File: config.mk
export PLATFORM = sky130hd
export DESIGN_NAME = rtype_exec_ctrl
export DESIGN_NICKNAME = d
export VERILOG_FILES = /design/src/rtl/rtype_pkg.sv /design/src/rtl/rtype_alu.sv /design/src/rtl/rtype_exec_ctrl.sv
export SDC_FILE = /design/constraint.sdc
export NUM_CORES = 1
export LEC_CHECK = 0
export CORE_MARGIN = 3
export CORE_UTILIZATION = 25
export CTS_CLUSTER_SIZE = 30
export DETAILED_ROUTE_END_ITERATION = 12
export GPL_TIMING_DRIVEN = 0
export PLACE_DENSITY = 0.41
export RECOVER_POWER = 50
export SLEW_MARGIN = 20
export SYNTH_ARGS = -nofsm -noshare
export SYNTH_HDL_FRONTEND = slang
export SYNTH_SLANG_ARGS = --single-unit
File: constraint.sdc
create_clock -name clk -period 3 [get_ports clk]
set_input_delay 0.9 -clock clk [delete_from_list [all_inputs] [get_ports clk]]
set_output_delay 0.9 -clock clk [all_outputs]
set_load 0.05 [all_outputs]
File: src/rtl/rtype_pkg.sv
// Shared definitions for the R-type execution controller.
// Holds the R-type opcode, the supported funct codes and the controller
// state encoding used by rtype_exec_ctrl and rtype_alu.
package rtype_pkg;

    localparam logic [5:0] OP_RTYPE   = 6'h00;

    localparam logic [5:0] FUNCT_SLL  = 6'h00;
    localparam logic [5:0] FUNCT_SRL  = 6'h02;
    localparam logic [5:0] FUNCT_SRA  = 6'h03;
    localparam logic [5:0] FUNCT_ADD  = 6'h20;
    localparam logic [5:0] FUNCT_ADDU = 6'h21;
    localparam logic [5:0] FUNCT_SUB  = 6'h22;
    localparam logic [5:0] FUNCT_SUBU = 6'h23;
    localparam logic [5:0] FUNCT_AND  = 6'h24;
    localparam logic [5:0] FUNCT_OR   = 6'h25;
    localparam logic [5:0] FUNCT_XOR  = 6'h26;
    localparam logic [5:0] FUNCT_NOR  = 6'h27;
    localparam logic [5:0] FUNCT_SLT  = 6'h2A;
    localparam logic [5:0] FUNCT_SLTU = 6'h2B;

    typedef enum logic [1:0] {
        IDLE = 2'd0,
        READ = 2'd1,
        EXEC = 2'd2,
        WB   = 2'd3
    } state_e;

endpackage

File: src/rtl/rtype_alu.sv
// Combinational ALU for MIPS R-type instructions.
// Ports:
//   opA, opB     - operands (rs, rt values); shifts operate on opB
//   shamt        - shift amount field
//   funct        - function field
//   res          - result, modulo 2^DATA_W; 0 for unsupported funct
//   legal_funct  - 1 when funct is a supported operation
module rtype_alu
    import rtype_pkg::*;
#(
    parameter int unsigned DATA_W = 32
) (
    input  logic [DATA_W-1:0] opA,
    input  logic [DATA_W-1:0] opB,
    input  logic [4:0]        shamt,
    input  logic [5:0]        funct,
    output logic [DATA_W-1:0] res,
    output logic              legal_funct
);

    always_comb begin
        res         = '0;
        legal_funct = 1'b1;
        case (funct)
            FUNCT_ADD, FUNCT_ADDU: res = opA + opB;
            FUNCT_SUB, FUNCT_SUBU: res = opA - opB;
            FUNCT_AND:             res = opA & opB;
            FUNCT_OR:              res = opA | opB;
            FUNCT_XOR:             res = opA ^ opB;
            FUNCT_NOR:             res = ~(opA | opB);
            FUNCT_SLT:             res = {{(DATA_W-1){1'b0}}, ($signed(opA) < $signed(opB))};
            FUNCT_SLTU:            res = {{(DATA_W-1){1'b0}}, (opA < opB)};
            FUNCT_SLL:             res = opB << shamt;
            FUNCT_SRL:             res = opB >> shamt;
            FUNCT_SRA:             res = DATA_W'($signed(opB) >>> shamt);
            default: begin
                res         = '0;
                legal_funct = 1'b0;
            end
        endcase
    end

endmodule

File: src/rtl/rtype_exec_ctrl.sv
// Non-pipelined R-type execution controller in front of a 32x32 register
// file. Accepts one instruction per handshake, reads rs/rt, executes the
// ALU function and writes rd back.  IDLE -> READ -> EXEC -> WB -> IDLE.
// Ports:
//   clk, reset           - clock, async active-low reset
//   instr_valid/ready    - instruction handshake; instr is the R-type word
//   srcRegA/B, outBusA/B - register file read address / data
//   regWrite, destReg, writeData - register file write port
//   done, illegal        - retire pulse and "not executable" flag (in WB)
//   result               - last retired result, held until the next retire
module rtype_exec_ctrl
    import rtype_pkg::*;
#(
    parameter int unsigned DATA_W = 32,
    parameter int unsigned ADDR_W = 5
) (
    input  logic              clk,
    input  logic              reset,
    input  logic              instr_valid,
    output logic              instr_ready,
    input  logic [31:0]       instr,
    output logic [ADDR_W-1:0] srcRegA,
    output logic [ADDR_W-1:0] srcRegB,
    input  logic [DATA_W-1:0] outBusA,
    input  logic [DATA_W-1:0] outBusB,
    output logic              regWrite,
    output logic [ADDR_W-1:0] destReg,
    output logic [DATA_W-1:0] writeData,
    output logic              done,
    output logic              illegal,
    output logic [DATA_W-1:0] result
);

    state_e              state_q, state_d;
    logic [31:0]         instr_q, instr_d;
    logic [DATA_W-1:0]   opa_q, opa_d;
    logic [DATA_W-1:0]   opb_q, opb_d;
    logic [DATA_W-1:0]   result_q, result_d;
    logic [DATA_W-1:0]   wdata_q, wdata_d;
    logic [ADDR_W-1:0]   dest_q, dest_d;
    logic                we_q, we_d;
    logic                done_q, done_d;
    logic                illegal_q, illegal_d;

    logic [DATA_W-1:0]   alu_res;
    logic                alu_legal;
    logic                legal;
    logic [ADDR_W-1:0]   rd;

    rtype_alu #(
        .DATA_W (DATA_W)
    ) u_alu (
        .opA         (opa_q),
        .opB         (opb_q),
        .shamt       (instr_q[10:6]),
        .funct       (instr_q[5:0]),
        .res         (alu_res),
        .legal_funct (alu_legal)
    );

    assign legal = (instr_q[31:26] == OP_RTYPE) && alu_legal;
    assign rd    = instr_q[15:11];

    always_comb begin
        state_d   = state_q;
        instr_d   = instr_q;
        opa_d     = opa_q;
        opb_d     = opb_q;
        result_d  = result_q;
        wdata_d   = wdata_q;
        dest_d    = dest_q;
        we_d      = 1'b0;
        done_d    = 1'b0;
        illegal_d = 1'b0;
        case (state_q)
            IDLE: begin
                if (instr_valid) begin
                    instr_d = instr;
                    state_d = READ;
                end
            end
            READ: begin
                opa_d   = outBusA;
                opb_d   = outBusB;
                state_d = EXEC;
            end
            EXEC: begin
                // WB-cycle outputs are prepared here so they are registered
                result_d  = legal ? alu_res : '0;
                wdata_d   = legal ? alu_res : '0;
                dest_d    = rd;
                we_d      = legal && (rd != '0);
                done_d    = 1'b1;
                illegal_d = !legal;
                state_d   = WB;
            end
            WB:      state_d = IDLE;
            default: state_d = IDLE;
        endcase
    end

    always_ff @(posedge clk or negedge reset) begin
        if (!reset) begin
            state_q   <= IDLE;
            instr_q   <= '0;
            opa_q     <= '0;
            opb_q     <= '0;
            result_q  <= '0;
            wdata_q   <= '0;
            dest_q    <= '0;
            we_q      <= 1'b0;
            done_q    <= 1'b0;
            illegal_q <= 1'b0;
        end else begin
            state_q   <= state_d;
            instr_q   <= instr_d;
            opa_q     <= opa_d;
            opb_q     <= opb_d;
            result_q  <= result_d;
            wdata_q   <= wdata_d;
            dest_q    <= dest_d;
            we_q      <= we_d;
            done_q    <= done_d;
            illegal_q <= illegal_d;
        end
    end

    // Read addresses come straight from the latched word, so they are
    // stable for the whole READ cycle and hold afterwards
    assign srcRegA     = instr_q[25:21];
    assign srcRegB     = instr_q[20:16];
    assign instr_ready = reset && (state_q == IDLE);
    assign regWrite    = we_q;
    assign destReg     = dest_q;
    assign writeData   = wdata_q;
    assign done        = done_q;
    assign illegal     = illegal_q;
    assign result      = result_q;

endmodule

==> impl_results.rst, run 1 <==
.. list-table::
   :header-rows: 1

   * - Metric
     - Value
   * - Status
     - complete, but fails checks
   * - Violated checks
     - max-capacitance violations, max-slew violations, negative setup slack
   * - Weighted congestion reported at the end of routability-driven placement
     - 0.990
   * - ANT nets after route
     - 0
   * - Starting density of the core
     - 25.4%
   * - Number of buffers created by CTS
     - 17
   * - Ratio of cells with drive above 1 in the final layout
     - 26.1%
   * - TritonCTS clock tree
     - yes
   * - Total of max-cap violations
     - 1
   * - Unrepaired setup endpoints after global routing
     - true
   * - Global route total overflow
     - 0
   * - Worst rel slew slack
     - -24.0%
   * - Clock insertion delay at the later pin of the skew report
     - 0.49 ns
   * - Nets in the synthesized netlist
     - 2098
   * - Growth of design area from synthesis to finish
     - 41.2%
   * - GR Util All Layers
     - 28.6%
   * - Commonest non-fill, non-tap cells in the layout
     - 204 x nand2_1, 178 x clkdlybuf4s50_1, 162 x nor2_1
   * - Sequential area share after synthesis
     - 24.0%
   * - Fraction of met2 tracks used by global routing
     - 45.6%
   * - Critical path endpoint category
     - register
   * - Crit path required time
     - 3.33 ns
   * - Critical path launch point type
     - register
   * - Post-route clock skew
     - 0.0146 ns
   * - First-iteration detailed-routing DRC count
     - 1458
   * - Final Max Tran Viols
     - 27
   * - Busiest layer in global routing
     - met2
   * - Post-Syn Instances
     - 1890
   * - Count of cell types in the netlist
     - 70
   * - Chip width
     - 246 µm
   * - Largest fanout of any net on the critical path
     - 10
   * - PortBufs
     - 181
   * - Worst min path class
     - in -> async
   * - Number of clock sinks
     - 138
   * - Area of the mapped netlist
     - 14400 µm²
   * - Transition time at the pin with the least slew margin
     - 1.86 ns
   * - Average cell area after synthesis
     - 7.62 µm²
   * - Vias
     - 16200
   * - Endpoints failing hold
     - 0
   * - Upper clock frequency limit
     - 300 MHz
   * - Yosys warning total
     - 0
   * - Core ar.
     - 56700 µm²
   * - Layout Cell Area excl Fill
     - 20400 µm²
   * - Placed cell areas
     - 17200 µm²
   * - Via count of the first global-routing pass
     - 16000
   * - Data arrival, critical path
     - 3.66 ns
   * - Yosys reg bits
     - 138
   * - Via-per-instance ratio
     - 5.48
   * - Total Die Area
     - 60600 µm²
   * - Top Ports
     - 182
   * - Layout Nets
     - 2391
   * - Category of the most critical setup path
     - reg -> reg
   * - H-tree Lvls
     - 4
   * - Dominant synthesized flop cell
     - dfrtp_1
   * - Grt met3 use
     - 5.22%
   * - Number of setup violations in the final report
     - 18
   * - Pin count of the biggest net entering global routing
     - 37
   * - Worst setup slack after layout
     - -0.329 ns
   * - Number of antenna violations at the first check in global routing
     - 7
   * - Clock root cell
     - clkbuf_16
   * - Aggregate routed wire length
     - 88.2 mm
   * - Global Route met1 Usage
     - 38.5%
   * - Share of the clock period used by the worst path
     - 111%
   * - Minimum period implied by the final worst setup slack
     - 3.33 ns
   * - Clock transition at the registers of the reported paths
     - 0.07 ns
   * - Row count
     - 87
   * - # DRC
     - 0
   * - Routed length per instance
     - 29.9 µm
   * - Post-synth EDFFs
     - 0
   * - Antenna diodes
     - 0
   * - 1st-pass router iterations
     - 6
   * - Global-route wire length before repair
     - 123 mm
   * - Die boundary height
     - 246 µm
   * - Post-synth ARST share
     - 100%
   * - Max Root-Sink Buffers
     - 2
   * - HPWL after detailed placement
     - 69.3 mm
   * - Most common library cell in the layout ignoring fill and taps
     - nand2_1
==> through the flow <==
stage                     setup slack [ns]  hold slack (ns)  setup TNS (ns)  instances  utilization [%]
after floorplan                     0.0228            0.480               0       1890                -
after global placement               -5.93            0.490         -803.65       2827             30.3
after detailed placement             -1.74            0.496          -43.02       2829             30.4
after CTS                           -0.220            0.244           -2.31       2922             34.4
after global routing                -0.312            0.257           -3.83       2952             35.9
final                               -0.329            0.263           -2.34       2952             35.9
==> timing repair <==
| item | in CTS | in global routing |
|---|---|---|
| endpoints found under the setup margin | 35 | 33 |
| pin swaps | 72 | 58 |
| cloned | 2 | 2 |
| gates resized for setup | 375 | 161 |
| hold buffers | 0 | 0 |
| buffers inserted | 69 | 28 |
==> cells in the mapped netlist, drive strengths merged, types with 35 or more instances <==
master	number	share of area (%)
o211ai	35	1.8
nand2	207	5.4
a21oi	174	6.1
inv	115	3.0
xnor2	54	3.3
buf	100	4.0
dfrtp	138	24
o21ai	186	6.5
clkbuf	85	2.2
ha	107	9.3
mux2i	88	6.1
mux2	55	4.3
nor2	172	4.5
==> final timing paths <==
| kind | start | endpoint | slack, ns | cells past startpoint |
|---|---|---|---|---|
| max | instr_q[0] | writeData[2] | -0.33 | 6 |
| min | reset | instr_q[17] | 0.26 | 1 |
| max reg2reg | instr_q[0] | writeData[2] | -0.33 | 6 |
| min reg2reg | instr_q[31] | instr_q[31] | 0.51 | 1 |
| max in group asynchronous | reset | opb_q[26] | 0.56 | 2 |
| min in group clk | instr_q[31] | instr_q[31] | 0.51 | 1 |
==> registers in the layout, summed over array words and instances (netlist names) <==
name / flops
done: 1
regWrite: 1
state_q: 2
writeData: 32
destReg: 5
illegal: 1
opb_q: 32
opa_q: 32
instr_q: 32
==> logic make-up (layout without fill, tap and decap cells) <==
logic type                 Yosys count  after routing  share of synthesized area (%)
AOI/OAI and AO/OA                  590            590                           25.0
adders and majority gates          109            109                           9.57
muxes                              153            153                           12.0
xor gates and xnor gates            59             59                           3.59
buffers and inverters              300            606                           9.16
and+or+nand+nor                    541            541                           16.7
DFF                                138            138                           24.0
==> critical path, cell delays in order, from the launching register on <==
cell and delay, ns:
dfrtp_2 0.55, clkbuf_4 0.37, buf_4 0.34, clkbuf_1 0.66, o21ai_0 0.42, a222oi_1 0.70
o22ai_1 0.12
==> routing by layer <==
layer / routed length [µm] / vias up
met5: 47 / -
met4: 3810 / 8
met3: 5820 / 157
met2: 39800 / 640
met1: 38700 / 8145
li1: - / 7226
==> final cells by class <==
class,count,area (µm²)
Buffer,178,1260
Tap cell,756,946
Clock buffer,17,425
Fill cell,6045,36400
Timing Repair Buffer,281,2640
Inverter,115,458
Sequential cell,138,3490
Clock inverter,15,130
Multi-Input combinational cell,1452,11000
Power of run 1 is not shown: default switching activity piles up to over one toggle a cycle in this logic, so the estimate is an artifact.
==> run 2: changes to the inputs <==
--- a/config.mk
+++ b/config.mk
@@ -12,7 +12,6 @@
 export GPL_TIMING_DRIVEN = 0
 export PLACE_DENSITY = 0.41
 export RECOVER_POWER = 50
-export SLEW_MARGIN = 20
 export SYNTH_ARGS = -nofsm -noshare
 export SYNTH_HDL_FRONTEND = slang
 export SYNTH_SLANG_ARGS = --single-unit
==> run 2 against run 1 <==
The run ends with negative setup slack left. Via count up 0.31%. Cell area up 0.95%. Clock skew about the same. Global-route usage down 0.13 points. Core utilization up 0.34 points. Final cell count up 0.54%. Worst setup slack better by 0.060 ns. Critical endpoint is now writeData[17].
==> impl_results.rst, run 2 (same netlist as run 1, synthesis figures left out) <==
.. list-table::
   :header-rows: 1

   * - Metric
     - Value
   * - Number of setup violations in the final report
     - 23 (was 18)
   * - Vias
     - 16200 (about the same)
   * - Worst setup slack after layout
     - -0.268 ns (was -0.329 ns)
   * - Global route total overflow
     - 0 (unchanged)
   * - Number of clock sinks
     - 138 (unchanged)
   * - Pin count of the biggest net entering global routing
     - 54 (was 37)
   * - First-iteration detailed-routing DRC count
     - 1607 (was 1458)
   * - Most common library cell in the layout ignoring fill and taps
     - nand2_1 (unchanged)
   * - Minimum period implied by the final worst setup slack
     - 3.27 ns (was 3.33 ns)
   * - Aggregate routed wire length
     - 87.8 mm (was 88.2 mm)
   * - Category of the most critical setup path
     - reg -> reg (unchanged)
   * - Routed length per instance
     - 29.6 µm (was 29.9 µm)
   * - Min Hold Slack
     - 0.250 ns (was 0.263 ns)
   * - Number of hold buffers added after cts
     - 0 (unchanged)
   * - HPWL after detailed placement
     - 69.0 mm (was 69.3 mm)
   * - Endpoints failing hold
     - 0 (unchanged)
   * - Critical path launch point type
     - register (unchanged)
   * - Die boundary height
     - 246 µm (unchanged)
   * - Commonest non-fill, non-tap cells in the layout
     - 203 x nand2_1, 178 x clkdlybuf4s50_1, 160 x nor2_1, 160 x buf_4, 151 x o21ai_0 (was 204 x nand2_1, 178 x clkdlybuf4s50_1, 162 x nor2_1)
   * - GR Util All Layers
     - 28.5% (was 28.6%)
   * - Largest fanout of any net on the critical path
     - 3 (was 10)
   * - Status
     - complete, but fails checks (unchanged)
   * - Unrepaired setup endpoints after global routing
     - true (unchanged)
   * - ANT nets after route
     - 0 (unchanged)
   * - TritonCTS clock tree
     - yes (unchanged)
   * - # DRC
     - 0 (unchanged)
   * - Number of buffers created by CTS
     - 17 (unchanged)
   * - Growth of design area from synthesis to finish
     - 42.6% (was 41.2%)
   * - Share of the clock period used by the worst path
     - 109% (was 111%)
   * - Row count
     - 87 (unchanged)
   * - Total Die Area
     - 60600 µm² (unchanged)
   * - Transition time at the pin with the least slew margin
     - 1.49 ns (was 1.86 ns)
   * - Number of antenna violations at the first check in global routing
     - 3 (was 7)
   * - Worst min path class
     - in -> async (unchanged)
   * - Ratio of cells with drive above 1 in the final layout
     - 27.0% (was 26.1%)
   * - Max Root-Sink Buffers
     - 2 (unchanged)
   * - Clock root cell
     - clkbuf_16 (unchanged)
   * - Via-per-instance ratio
     - 5.47 (was 5.48)
   * - Crit path required time
     - 3.37 ns (was 3.33 ns)
   * - PortBufs
     - 181 (unchanged)
   * - Critical path endpoint category
     - register (unchanged)
   * - Worst rel slew slack
     - 0.977% (was -24.0%)
   * - Weighted congestion reported at the end of routability-driven placement
     - 0.990 (unchanged)
   * - H-tree Lvls
     - 4 (unchanged)
   * - Post-route clock skew
     - 0.0145 ns (was 0.0146 ns)
   * - Violated checks
     - negative setup slack (was max-capacitance violations, max-slew violations, negative setup slack)
   * - Total of max-cap violations
     - 0 (was 1)
   * - Chip width
     - 246 µm (unchanged)
   * - Final Max Tran Viols
     - 0 (was 27)
   * - Via count of the first global-routing pass
     - 15900 (was 16000)
   * - Starting density of the core
     - 25.4% (unchanged)
   * - Layout Nets
     - 2406 (was 2391)
   * - Top Ports
     - 182 (unchanged)
   * - 1st-pass router iterations
     - 9 (was 6)
   * - Upper clock frequency limit
     - 306 MHz (was 300 MHz)
   * - Core ar.
     - 56700 µm² (unchanged)
   * - Data arrival, critical path
     - 3.64 ns (was 3.66 ns)
   * - Global-route wire length before repair
     - 122 mm (was 123 mm)
   * - Clock transition at the registers of the reported paths
     - 0.08 ns (was 0.07 ns)
   * - Clock insertion delay at the later pin of the skew report
     - 0.49 ns (about the same)
==> run 2: changes by cell type in the layout (fill, tap and decap cells not counted), moves of 3 or more <==
cell / before / now
a211oi_2: 13 / 7
inv_6: 7 / 4
xnor2_4: 0 / 3
clkbuf_1: 41 / 38
inv_1: 99 / 95
o21bai_1: 5 / 8
mux2i_4: 3 / 9
a211oi_1: 19 / 23
mux2i_1: 77 / 72
o21ai_2: 16 / 19
o21bai_4: 3 / 0
buf_4: 146 / 160
ha_1: 83 / 89
ha_4: 18 / 13
==> run 2: routing by layer <==
| metal | vias up | wire (µm) | GRT usage (%) |
|---|---|---|---|
| met1 | 8138 | 38800 | 38.8 |
| met3 | 164 | 5360 | 4.39 |
| met5 | - | 0 | 0 |
| met2 | 682 | 39800 | 45.4 |
| li1 | 7242 | - | - |
| met4 | 0 | 3870 | 10.6 |
==> run 2: per-stage QoR <==
step | utilization (%) | setup WS, ns | TNS, ns | cells | area, µm²
floorplan | - | 0.0228 | 0 | 1890 | 14400
global placement | 30.3 | -5.93 | -803.65 | 2827 | 17200
detailed placement | 30.3 | -1.73 | -43.34 | 2828 | 17200
CTS | 34.7 | -0.216 | -1.66 | 2928 | 19700
global route | 36.2 | -0.310 | -3.99 | 2967 | 20500
finish | 36.2 | -0.268 | -2.59 | 2968 | 20500
==> run 2: path summary, 6_finish.rpt <==
| check | startpoint | end | slack, ns | depth (start not counted) |
|---|---|---|---|---|
| max reg2reg | opa_q[1] | writeData[17] | -0.27 | 14 |
| min reg2reg | instr_q[17] | instr_q[17] | 0.51 | 1 |
| max in group asynchronous | reset | instr_q[0] | 0.93 | 2 |
| min in group clk | instr_q[17] | instr_q[17] | 0.51 | 1 |
| min | reset | instr_q[17] | 0.25 | 1 |
| max | opa_q[1] | writeData[17] | -0.27 | 14 |
==> run 2: worst max-delay path, cell delays in order (launching register included) <==
cell      delay, ns
dfrtp_1        0.41
inv_2          0.07
ha_4           0.27
buf_4          0.11
a21oi_2        0.05
nand4b_1       0.27
a211o_1        0.40
buf_6          0.14
a21oi_4        0.23
nand2_1        0.09
a21boi_1       0.16
o31ai_1        0.09
xor2_1         0.39
nor2_1         0.15
o31a_1         0.30
==> run 2: final cells by class <==
type                       instances  area [µm²]
clock inverter                    15         164
fill                            5980       36200
multi-input combinational       1452       11000
buffer                           177        1280
inverter                         115         464
sequential                       138        3490
timing repair buffer             297        2790
tap                              756         946
antenna                            1        2.50
clock buffer                      17         425
==> run 2: repair_timing <==
item / CTS / global route
setup endpoints to repair: 35 / 29
resized for setup: 408 / 140
cloned: 1 / 2
pin swaps: 65 / 67
setup buffers: 75 / 41
Power of run 2 is left out for the same reason.
